`config.mk`:
```
export PLATFORM = sky130hd
export DESIGN_NAME = fetch_stage
export DESIGN_NICKNAME = d
export VERILOG_FILES = /design/src/rtl/fetch_stage.sv
export SDC_FILE = /design/constraint.sdc
export NUM_CORES = 1
export LEC_CHECK = 0
export CAP_MARGIN = 20
export CORE_ASPECT_RATIO = 0.75
export CORE_MARGIN = 3
export CORE_UTILIZATION = 28
export CTS_CLUSTER_DIAMETER = 50
export DETAILED_ROUTE_END_ITERATION = 16
export HOLD_SLACK_MARGIN = 0.06
export MAX_ROUTING_LAYER = met4
export PLACE_DENSITY = 0.61
export REMOVE_ABC_BUFFERS = 1
export SYNTH_ARGS = -nofsm -noshare
export SYNTH_HDL_FRONTEND = slang
export SYNTH_SLANG_ARGS = --single-unit
```
`constraint.sdc`:
```
create_clock -name clk -period 1.5 [get_ports clk]
set_input_delay 0.3 -clock clk [delete_from_list [all_inputs] [get_ports clk]]
set_output_delay 0.3 -clock clk [all_outputs]
set_load 0.005 [all_outputs]
```
`src/rtl/fetch_stage.sv`:
```
// IF stage and IF/ID pipeline register for the 16-bit 5-stage CPU.
// Optional fetch/bubble performance counters are enabled by defining FETCH_PERF_CNT_EN.
module fetch_stage #(
    parameter logic [15:0] RESET_PC   = 16'h0000,
    parameter logic [3:0]  HLT_OPCODE = 4'hF,
    parameter logic [15:0] NOP_INSTR  = 16'h0000
) (
    input  logic        clk,
    input  logic        rst,
    output logic [15:0] imem_addr,
    input  logic [15:0] imem_data,
    input  logic        stall_in,
    input  logic        flush_in,
    input  logic [15:0] BranchAddr,
    output logic [15:0] instruction,
    output logic [15:0] PC_plus_2,
    output logic        flush_out,
    output logic [15:0] PC,
`ifdef FETCH_PERF_CNT_EN
    output logic [15:0] fetch_cnt,
    output logic [15:0] bubble_cnt,
`endif
    output logic        halted
);

    typedef enum logic {
        StRun    = 1'b0,
        StHalted = 1'b1
    } state_e;

    state_e      state_q, state_d;
    logic [15:0] pc_q, pc_d;
    logic [15:0] instr_q, instr_d;
    logic [15:0] pc2_q, pc2_d;
    logic        flush_q, flush_d;
    logic [15:0] pc_inc;
    logic        is_hlt;
    logic        load_real;
    logic        load_bubble;

    assign pc_inc = pc_q + 16'd2;
    assign is_hlt = (imem_data[15:12] == HLT_OPCODE);

    always_comb begin
        state_d     = state_q;
        pc_d        = pc_q;
        instr_d     = instr_q;
        pc2_d       = pc2_q;
        flush_d     = flush_q;
        load_real   = 1'b0;
        load_bubble = 1'b0;
        if (stall_in) begin
            // Full hold; a flush seen during a stall is re-issued by DECODE later.
        end else if (flush_in) begin
            pc_d        = BranchAddr;
            instr_d     = NOP_INSTR;
            pc2_d       = 16'h0000;
            flush_d     = 1'b1;
            state_d     = StRun;
            load_bubble = 1'b1;
        end else begin
            unique case (state_q)
                StHalted: begin
                    instr_d     = NOP_INSTR;
                    pc2_d       = 16'h0000;
                    flush_d     = 1'b1;
                    load_bubble = 1'b1;
                end
                default: begin
                    instr_d   = imem_data;
                    pc2_d     = pc_inc;
                    flush_d   = 1'b0;
                    load_real = 1'b1;
                    if (is_hlt) begin
                        state_d = StHalted;
                    end else begin
                        pc_d = pc_inc;
                    end
                end
            endcase
        end
    end

    always_ff @(posedge clk) begin
        if (rst) begin
            state_q <= StRun;
            pc_q    <= RESET_PC;
            instr_q <= NOP_INSTR;
            pc2_q   <= 16'h0000;
            flush_q <= 1'b1;
        end else begin
            state_q <= state_d;
            pc_q    <= pc_d;
            instr_q <= instr_d;
            pc2_q   <= pc2_d;
            flush_q <= flush_d;
        end
    end

`ifdef FETCH_PERF_CNT_EN
    logic [15:0] fetch_cnt_q, fetch_cnt_d;
    logic [15:0] bubble_cnt_q, bubble_cnt_d;

    always_comb begin
        fetch_cnt_d  = fetch_cnt_q;
        bubble_cnt_d = bubble_cnt_q;
        if (load_real && (fetch_cnt_q != 16'hFFFF)) begin
            fetch_cnt_d = fetch_cnt_q + 16'd1;
        end
        if (load_bubble && (bubble_cnt_q != 16'hFFFF)) begin
            bubble_cnt_d = bubble_cnt_q + 16'd1;
        end
    end

    always_ff @(posedge clk) begin
        if (rst) begin
            fetch_cnt_q  <= 16'h0000;
            bubble_cnt_q <= 16'h0000;
        end else begin
            fetch_cnt_q  <= fetch_cnt_d;
            bubble_cnt_q <= bubble_cnt_d;
        end
    end

    assign fetch_cnt  = fetch_cnt_q;
    assign bubble_cnt = bubble_cnt_q;
`endif

    assign imem_addr   = pc_q;
    assign PC          = pc_q;
    assign instruction = instr_q;
    assign PC_plus_2   = pc2_q;
    assign flush_out   = flush_q;
    assign halted      = (state_q == StHalted);

endmodule
```
==> qor.csv <==
metric,value,unit
n_diodes,0,
Top Usage Layer GRT,met2,
CP Cell Sequence,"ha_4, buf_6, and3_4, nand3_2, or4_1, a31oi_1",
max_slew headroom,0.742,
number of port buffers,101,
CP Capture Type,register,
Syn Std Cell Area,2430,µm²
Netlist cell types,44,
Post-Synth XOR/XNOR Area,0.0433,
GR Util met3,0.0286,
final RePlAce weighted congestion,0.774,
number of synthesized flops with an enable pin,0,
Vias,2547,
clock-pin slew on the worst setup and hold paths,70,ps
post-synthesis register bit count,50,
Final ANT Viol Nets,0,
Worst-Skew Late Latency,280,ps
grt ovf,0,
fin crit share,1.01,
clk_skew,5.65,ps
Clock H-tree levels,2,
Via density,4.87,
largest net degree at the start of global routing,23,
die height,86.6,µm
post-synthesis sequential area ratio,0.412,
clock buffer depth,2,
Boundary Pins,102,
Iter 0 DRT Violations,83,
max_cap viols,0,
pwr/cell area,824,nW/µm²
Slew Limit Fails,0,
final setup vio count,1,
initial antenna violation count,0,
M1 GR Usage,0.210,
syn avg cell area,8.28,µm²
RSZ-0062 raised after global routing,yes,
hpwl dp,5800,µm
Final WS setup,-9.04,ps
clock sink count,50,
Starting Density,0.297,
Slew @ Worst Pin,386,ps
wire per inst,14.9,µm
Synth Area in Adders,0.00515,
failing checks,setup timing,
Worst VDD drop,482,µV
top_reg_cell synth,dfxtp_1,
Die Width,114,µm
simple-gate share of the synthesized area,0.221,
vias in the first global route,2479,
status,finished with violations,
Total Neg Setup Slack,-9.04,ps
# fillers,768,
Hold Path Class,input port to register,
Global Route met2 Usage,0.255,
Reg2Reg Setup Slack,-9,ps
Worst Path Required,1710,ps
share of layout cells above drive strength 1,0.232,
largest family of logic cells by synthesized area,simple AND/OR/NAND/NOR gates,
Residual DRC,0,
"commonest non-fill, non-tap cell in the layout",clkdlybuf4s50_1,
Lkg Pwr,1.66,nW
CP arrival,1720,ps
full die area,9830,µm²
Num CTS Buffers,5,
worst-path fanout max,3,
worst hold slack,406,ps
post-layout minimum cycle time,1510,ps
Std-Cell Rows,28,
most frequent cells in the layout,"clkdlybuf4s50_1, buf_4, dfxtp_1",
CP max stage delay,400,ps
Synth Area in Compound Gates,0.219,
Post-synth ARST share,0,
fmax,663,MHz
CTS root buffer,clkbuf_16,
Synth Instances,293,
post-layout net count,454,
final hold viol count,0,
warnings from Yosys,0,
CTS tree,done,
routed wire length,7800,µm
GR Util All Layers,0.157,
CP max-delay cell,or4_1,
post-synthesis mux area share,0.00412,
Startpoint Class,register,
DRT Pass-1 Iters,4,
core area,8160,µm²
critical path type,register to register,
first-pass GRT wire length,12300,µm
Layout area overhead,67.1,%
post-place setup slack,-397,ps
cells in the mapped netlist, types with 2 or more instances:
master      n  area (µm²)
a32o_1      2        20.0
xnor2_1     4        35.0
clkbuf_1   14        52.6
o31ai_1     2        15.0
o21a_1      2        15.0
o21ai_0    18        90.1
a21oi_1    15        75.1
buf_4      18         135
and2_1      3        18.8
a2bb2oi_1   2        17.5
buf_2       5        25.0
o221ai_1    2        17.5
nor3_1      3        15.0
a21o_1      2        15.0
and4_1      4        35.0
a31oi_1     4        25.0
nor2b_1     3        18.8
buf_1       2        7.51
nand2b_1    7        43.8
nand3_1     7        35.0
nand2_1    32         120
xor2_1      8        70.1
nand4_1     7        43.8
o21bai_1    2        15.0
a22oi_1    21         158
o211ai_1    2        15.0
nor2_1     35         131
dfxtp_1    50        1000
or4_1       2        15.0
final cells by class:
| cell class | count | area (µm²) | share of cell area |
|---|---|---|---|
| Clock buffer | 6 | 129 | 0.0318 |
| Sequential cell | 50 | 1030 | 0.253 |
| Clock inverter | 2 | 37.5 | 0.00926 |
| Tap cell | 105 | 131 | 0.0324 |
| Multi-Input combinational cell | 203 | 1290 | 0.318 |
| Timing Repair Buffer | 157 | 1440 | 0.355 |
timing repair:
item / CTS / global route
pin swaps: 4 / 6
setup buffers: 7 / 3
setup endpoints to repair: 75 / 25
gates resized for setup: 58 / 20
hold buffers: 0 / 0
metrics by stage:
step / std cells / area, µm² / total power, mW / utilization
final: 523 / 4060 / 3.34 / 0.497
after global routing: 523 / 4060 / 3.50 / 0.497
after CTS: 520 / 3960 / 3.35 / 0.485
after detailed placement: 505 / 3690 / 2.07 / 0.452
after global placement: 505 / 3690 / 2.06 / 0.452
after floorplan: 253 / 2200 / 1.63 / -
critical path, delay by kind of cell (launching register included):
kind | cells | cell delay [ps]
compound gates | 1 | 160
fa+ha+maj | 1 | 160
buf+inv | 1 | 90
flops | 1 | 360
simple gates | 3 | 670
path summary, 6_finish.rpt:
kind,depth (start not counted),from,endpoint
max,6,PC[2]$_SDFFE_PP0P_,PC[11]$_SDFFE_PP0P_
min,3,imem_data[15],instruction[15]$_SDFFE_PP0N_
max reg2reg,6,PC[2]$_SDFFE_PP0P_,PC[11]$_SDFFE_PP0P_
min reg2reg,2,PC_plus_2[13]$_SDFFE_PP0N_,PC_plus_2[13]$_SDFFE_PP0N_
report_power, final:
part | leakage (nW) | internal (mW) | switching [mW] | total (mW)
Sequential | 0.414 | 1.39 | 0.0433 | 1.43
Combinational | 1.17 | 0.368 | 0.272 | 0.640
Clock | 0.0771 | 0.788 | 0.483 | 1.27
metal layers:
metal  vias to the layer above  wire (µm)
li1                       1269          -
met1                      1209       3650
met5                         -          0
met2                        69       3770
met3                         0        383
met4                         0          0
sequential cells by signal (all words and copies together), names as in the netlist:
name / flops
halted: 1
instruction: 16
flush_out: 1
PC_plus_2: 16
PC: 16
kinds of logic after synthesis:
group / after synthesis
and+or+nand+nor: 109
AOI/OAI and AO/OA: 80
DFF: 50
buffers and inverters: 40
xor gates and xnor gates: 12
muxes: 1
adders and majority gates: 1
Note: power is estimated with default switching activity, not from simulation.
